`src/rtl/online_pkg.sv`:
```
// Shared signed-digit types, digit constants, conversion helpers and the frame FSM state enum
// for the online adder.
package online_pkg;

   typedef logic [1:0] sd_digit_t;   // {p, m}

   localparam sd_digit_t SD_POS  = 2'b10;
   localparam sd_digit_t SD_NEG  = 2'b01;
   localparam sd_digit_t SD_ZERO = 2'b00;

   typedef enum logic [1:0] {
      ST_IDLE,
      ST_RUN,
      ST_FLUSH
   } state_t;

   // Returned 3 bits wide so two digits can be summed without overflow; 11 decodes as 0.
   function automatic logic signed [2:0] sd_to_int(input sd_digit_t d);
      logic signed [2:0] v;
      case (d)
         SD_POS:  v = 3'sd1;
         SD_NEG:  v = -3'sd1;
         default: v = 3'sd0;
      endcase
      return v;
   endfunction

   function automatic sd_digit_t int_to_sd(input logic signed [2:0] v);
      sd_digit_t d;
      if (v[2])
         d = SD_NEG;
      else if (v != 3'sd0)
         d = SD_POS;
      else
         d = SD_ZERO;
      return d;
   endfunction

endpackage

```
`src/rtl/online_add_digit.sv`:
```
// Per-lane radix-2 signed-digit online addition datapath (online delay 2).
// Holds p_j and w_{j-1}; the incoming digit pair supplies the p_{j+1} lookahead.
module online_add_digit
   import online_pkg::*;
(
   input  logic      clk,
   input  logic      rst_n,
   input  logic      advance,
   input  logic      flush_zero,
   input  logic      emit,
   input  sd_digit_t x,
   input  sd_digit_t y,
   output sd_digit_t z
);

   logic signed [2:0] p_in;
   logic signed [2:0] p_reg;
   logic signed [2:0] w_reg;
   logic signed [2:0] t_sel;
   logic signed [2:0] w_sel;
   logic signed [2:0] z_sum;
   sd_digit_t         z_reg;

   assign p_in = flush_zero ? 3'sd0 : (sd_to_int(x) + sd_to_int(y));

   always_comb begin
      t_sel = 3'sd0;
      w_sel = 3'sd0;
      case (p_reg)
         3'sd2:  t_sel = 3'sd1;
         -3'sd2: t_sel = -3'sd1;
         3'sd1: begin
            if (!p_in[2]) begin
               t_sel = 3'sd1;
               w_sel = -3'sd1;
            end else begin
               w_sel = 3'sd1;
            end
         end
         -3'sd1: begin
            if (p_in[2] || (p_in == 3'sd0)) begin
               t_sel = -3'sd1;
               w_sel = 3'sd1;
            end else begin
               w_sel = -3'sd1;
            end
         end
         default: ;
      endcase
   end

   // The t/w selection guarantees this sum stays within {-1,0,1}.
   assign z_sum = w_reg + t_sel;

   always_ff @(posedge clk or negedge rst_n) begin
      if (!rst_n) begin
         p_reg <= 3'sd0;
         w_reg <= 3'sd0;
         z_reg <= SD_ZERO;
      end else begin
         if (advance) begin
            p_reg <= p_in;
            w_reg <= w_sel;
         end
         if (emit)
            z_reg <= int_to_sd(z_sum);
      end
   end

   assign z = z_reg;

endmodule

```
`src/rtl/online_adder_lanes.sv`:
```
// Multi-lane signed-digit online adder: LANES datapaths under one shared frame controller
// that flushes two zero digits at frame end. Optional feature macro: ONLINE_ADD_SUB_EN (per-lane x - y).
module online_adder_lanes
   import online_pkg::*;
#(
   parameter int LANES  = 4,
   parameter int DIGITS = 8
) (
   input  logic             clk,
   input  logic             rst_n,
   input  logic             in_valid,
   output logic             in_ready,
`ifdef ONLINE_ADD_SUB_EN
   input  logic [LANES-1:0] sub,
`endif
   input  logic [LANES-1:0] x_p,
   input  logic [LANES-1:0] x_m,
   input  logic [LANES-1:0] y_p,
   input  logic [LANES-1:0] y_m,
   output logic [LANES-1:0] z_p,
   output logic [LANES-1:0] z_m,
   output logic             out_valid,
   output logic             out_first,
   output logic             out_last
);

   localparam int CW = $clog2(DIGITS + 1);

   state_t        state;
   logic [CW-1:0] cnt;
   logic          flush_phase;
   logic          ready_reg;
   logic          accept;
   logic          advance;
   logic          emit;
   logic          flush_zero;

   assign in_ready   = ready_reg;
   assign accept     = in_valid && ready_reg;
   assign flush_zero = (state == ST_FLUSH);
   assign advance    = accept || flush_zero;
   // Digit 1 only primes the lane registers; outputs start with digit 2.
   assign emit       = (accept && (state == ST_RUN)) || flush_zero;

   always_ff @(posedge clk or negedge rst_n) begin
      if (!rst_n) begin
         state       <= ST_IDLE;
         cnt         <= '0;
         flush_phase <= 1'b0;
         ready_reg   <= 1'b1;
         out_valid   <= 1'b0;
         out_first   <= 1'b0;
         out_last    <= 1'b0;
      end else begin
         out_valid <= 1'b0;
         out_first <= 1'b0;
         out_last  <= 1'b0;
         case (state)
            ST_IDLE: begin
               if (accept) begin
                  state <= ST_RUN;
                  cnt   <= CW'(1);
               end
            end
            ST_RUN: begin
               if (accept) begin
                  out_valid <= 1'b1;
                  out_first <= (cnt == CW'(1));
                  cnt       <= cnt + CW'(1);
                  if (cnt == CW'(DIGITS - 1)) begin
                     state       <= ST_FLUSH;
                     ready_reg   <= 1'b0;
                     flush_phase <= 1'b0;
                  end
               end
            end
            ST_FLUSH: begin
               out_valid <= 1'b1;
               if (flush_phase) begin
                  out_last  <= 1'b1;
                  state     <= ST_IDLE;
                  ready_reg <= 1'b1;
                  cnt       <= '0;
               end else begin
                  flush_phase <= 1'b1;
               end
            end
            default: begin
               state     <= ST_IDLE;
               ready_reg <= 1'b1;
            end
         endcase
      end
   end

`ifdef ONLINE_ADD_SUB_EN
   logic [LANES-1:0] sub_reg;

   always_ff @(posedge clk or negedge rst_n) begin
      if (!rst_n)
         sub_reg <= '0;
      else if (accept && (state == ST_IDLE))
         sub_reg <= sub;
   end
`endif

   for (genvar gi = 0; gi < LANES; gi++) begin : g_lane
      sd_digit_t x_d;
      sd_digit_t y_d;
      sd_digit_t z_d;

      assign x_d = {x_p[gi], x_m[gi]};
`ifdef ONLINE_ADD_SUB_EN
      // Digit 1 uses the live sub bit; the rest of the frame uses the latched copy.
      logic sub_eff;
      assign sub_eff = (state == ST_IDLE) ? sub[gi] : sub_reg[gi];
      assign y_d     = sub_eff ? {y_m[gi], y_p[gi]} : {y_p[gi], y_m[gi]};
`else
      assign y_d = {y_p[gi], y_m[gi]};
`endif

      online_add_digit u_digit (
         .clk        (clk),
         .rst_n      (rst_n),
         .advance    (advance),
         .flush_zero (flush_zero),
         .emit       (emit),
         .x          (x_d),
         .y          (y_d),
         .z          (z_d)
      );

      assign z_p[gi] = z_d[1];
      assign z_m[gi] = z_d[0];
   end

endmodule
```
`config.mk`:
```
export PLATFORM = sky130hd
export DESIGN_NAME = online_adder_lanes
export DESIGN_NICKNAME = d
export VERILOG_FILES = /design/src/rtl/online_pkg.sv /design/src/rtl/online_add_digit.sv /design/src/rtl/online_adder_lanes.sv
export SDC_FILE = /design/constraint.sdc
export NUM_CORES = 1
export LEC_CHECK = 0
export ABC_CLOCK_PERIOD_IN_PS = 3400
export CORE_UTILIZATION = 58
export CTS_BUF_LIST = sky130_fd_sc_hd__clkbuf_2
export DETAILED_ROUTE_END_ITERATION = 12
export PLACE_DENSITY_LB_ADDON = 0.12
export SYNTH_ARGS = -nofsm -noshare
export SYNTH_HDL_FRONTEND = slang
export SYNTH_HIERARCHICAL = 1
export SYNTH_SLANG_ARGS = --single-unit
```
`constraint.sdc`:
```
create_clock -name clk -period 3.4 [get_ports clk]
set_input_delay 0.68 -clock clk [delete_from_list [all_inputs] [get_ports clk]]
set_output_delay 0.68 -clock clk [all_outputs]
set_load 0.02 [all_outputs]
```
==> flow_metrics.tcl <==
set metrics [dict create \
    status "completed" \
    path_clk_slew_ns 0.20 \
    antenna_found_initial 0 \
    antennaDiodeCount 0 \
    power_mw 2.33 \
    ys_types 35 \
    synth_top_area_share_pct 35.3 \
    yosys-top-cells-count "inv_1, dfrtp_1, ha_1, nor2_1, fa_1" \
    numCtsBuffers 5 \
    cts_root_buffer "clkbuf_2" \
    synth_nets 324 \
    tritoncts "built" \
    rows 24 \
    vdd_drop_max_uv 480 \
    synth-main-ff-cell "dfrtp_1" \
    drt-total-wl_um 4710 \
    place.gp.congestion 0.814 \
    grt_pass1_wl_um 8570 \
    ys_warn_count 6 \
    drv_slew 0 \
    ys_ff_latch 39 \
    finClkSkew_ns 0.0165 \
    die_x_um 70.1 \
    io_pins 31 \
    yosysMostFrequentCell "inv_1" \
    synthTopCellsByArea "dfrtp_1, fa_1, ha_1" \
    critPathLaunchType "primary input" \
    crit_fanout 2 \
    dp_hpwl_um 3680 \
    portBuffers 30 \
    syn_area_per_cell_um2 10.1 \
    insertion_delay_ns 0.39 \
    relSlewSlack_pct 42.7 \
    min_path_type "primary input to asynchronous set/reset pin" \
    worstPathArrival_ns 3.57 \
    cp.required_ns 3.68 \
    rsz0062_at_grt "true" \
    cts_htree_levels 2 \
    leakage_nw 1.55 \
    grt_pass1_vias 2103 \
    fmax_mhz 305 \
    gr-usage-all-layers_pct 21.9 \
    core_area_um2 4410 \
    setup_violations 0 \
    multi_input_area_um2 1500 \
    vias 1971 \
    synth_cells 266 \
    clock-sinks 39 \
    synth_top_area_cell "dfrtp_1" \
    fin_nets 377 \
    postCtsSetupBuffers 0 \
    die_h_um 70.1 \
    grt_max_degree 40 \
    yosysSeqAreaShare_pct 36.3 \
    async_flop_share_pct 100 \
    tightest_slew_ns 0.859 \
    hold_viol 0 \
    fin_crit_sh_pct 96.6 \
    largest_reg_flops 12 \
    die_area_um2 4920 \
    drc 0 \
    drtPass1Iterations 4 \
    netlist_area_um2 2690 \
    power_density_nw_per_um2 719 \
    seq_area_um2 977 \
    instances_no_fill 372 \
    synth_edf_count 0 \
    vias_per_cell 5.30 \
    final.min_clock_period_ns 3.28 \
    cts_buffer_depth 2 \
    final.fill_count 338 \
    drt_iter0_markers 98 \
    place_inst 364 \
    drv_cap 0 \
    drive_gt1_share_pct 16.9 \
    wl_per_cell_um 12.7 \
    end_kind "flip-flop" \
    syn_to_final_growth_pct 20.2 \
    overflow 0 \
    drtAntennaViolNets 0 \
    crit_type "primary input to flip-flop" \
    start_util_pct 61.0 \
]
-- final timing paths --
check                      slack [ns]                          startpoint                                     end  depth (start not counted)
hold reg to reg                  0.53  g_lane[3].u_digit/z[1]$_DFFE_PN0P_      g_lane[3].u_digit/z[1]$_DFFE_PN0P_                          1
min in group clk                 0.53  g_lane[3].u_digit/z[1]$_DFFE_PN0P_      g_lane[3].u_digit/z[1]$_DFFE_PN0P_                          1
hold / removal                   0.38                               rst_n      g_lane[0].u_digit/z[0]$_DFFE_PN0P_                          1
max in group asynchronous        2.49                               rst_n  g_lane[3].u_digit/w_reg[1]$_DFFE_PN0P_                          1
setup / recovery                 0.12                              x_p[0]      g_lane[0].u_digit/z[1]$_DFFE_PN0P_                         14
setup reg to reg                 0.59                state[0]$_DFFE_PN0P_      g_lane[3].u_digit/z[1]$_DFFE_PN0P_                         10
-- layout by cell type (no fill, tap or decap), types with 2 or more instances in the layout --
cell type	Yosys	final
a21oi_1	5	5
a31oi_1	4	4
and2_1	6	6
buf_4	0	20
clkbuf_2	0	7
clkdlybuf4s50_1	0	29
dfrtp_1	38	38
fa_1	16	16
ha_1	23	23
inv_1	56	56
mux2_2	15	15
mux2i_1	2	2
nand2_1	9	9
nand2b_4	4	4
nand3_1	2	2
nand3b_1	12	12
nand4_1	2	2
nor2_1	23	20
nor2_2	0	3
o211ai_1	4	4
o21ai_0	14	14
o221ai_1	4	4
o31ai_1	5	5
or4_1	4	4
-- kinds of logic after synthesis --
| group | after synthesis | share of synthesized area [%] |
|---|---|---|
| buf+inv | 60 | 8.36 |
| flops | 39 | 36.3 |
| compound gates | 43 | 11.1 |
| simple gates | 68 | 14.7 |
| mux | 17 | 7.02 |
| fa+ha+maj | 39 | 22.6 |
-- what timing repair did --
action / CTS / global route
resized for setup: 0 / 3
hold buffers: 0 / 0
setup endpoints to repair: 0 / 4
-- worst max-delay path: stages --
cell and delay, ns:
clkdlybuf4s50_1 0.45, inv_1 0.04, ha_1 0.26, inv_1 0.04, ha_1 0.22, fa_1 0.49
nor2_2 0.12, nor2_1 0.05, o221ai_1 0.18, ha_1 0.18, inv_1 0.07, fa_1 0.48
a21oi_1 0.06, mux2_2 0.25
-- through the flow --
step                TNS, ns  instance area (um2)  hold WS (ns)  setup slack, ns  util [%]
global placement      -1.84                 3190         0.491           -0.326      72.2
finish                    0                 3240         0.377            0.116      73.3
floorplan                 0                 2690         0.384            0.287         -
CTS                       0                 3230         0.385           0.0867      73.1
global route        -0.0295                 3240         0.432          -0.0295      73.3
detailed placement    -2.31                 3190         0.497           -0.347      72.2
-- layer usage --
metal | track usage [%] | wire length [um] | vias to the layer above
li1 | - | - | 970
met3 | 3.46 | 100 | 7
met1 | 25.0 | 2010 | 971
met2 | 40.7 | 2540 | 23
met4 | 8.00 | 70 | 0
met5 | 0 | 0 | -
-- area by class of cell --
type / instances / share of cell area [%]
clock buffers: 7 / 1.08
clock inverters: 1 / 0.155
inverters: 56 / 6.50
multi-input cells: 167 / 46.3
flip-flops and latches: 39 / 30.2
well taps: 52 / 2.01
repair buffers: 50 / 13.8
-- power by group --
group          leakage [nW]  internal, mW  switching, mW
clock                0.0330        0.0562          0.151
sequential            0.491         0.653          0.150
combinational          1.03         0.660          0.657
total                  1.55          1.37          0.957
(Power assumes the default switching activity.)
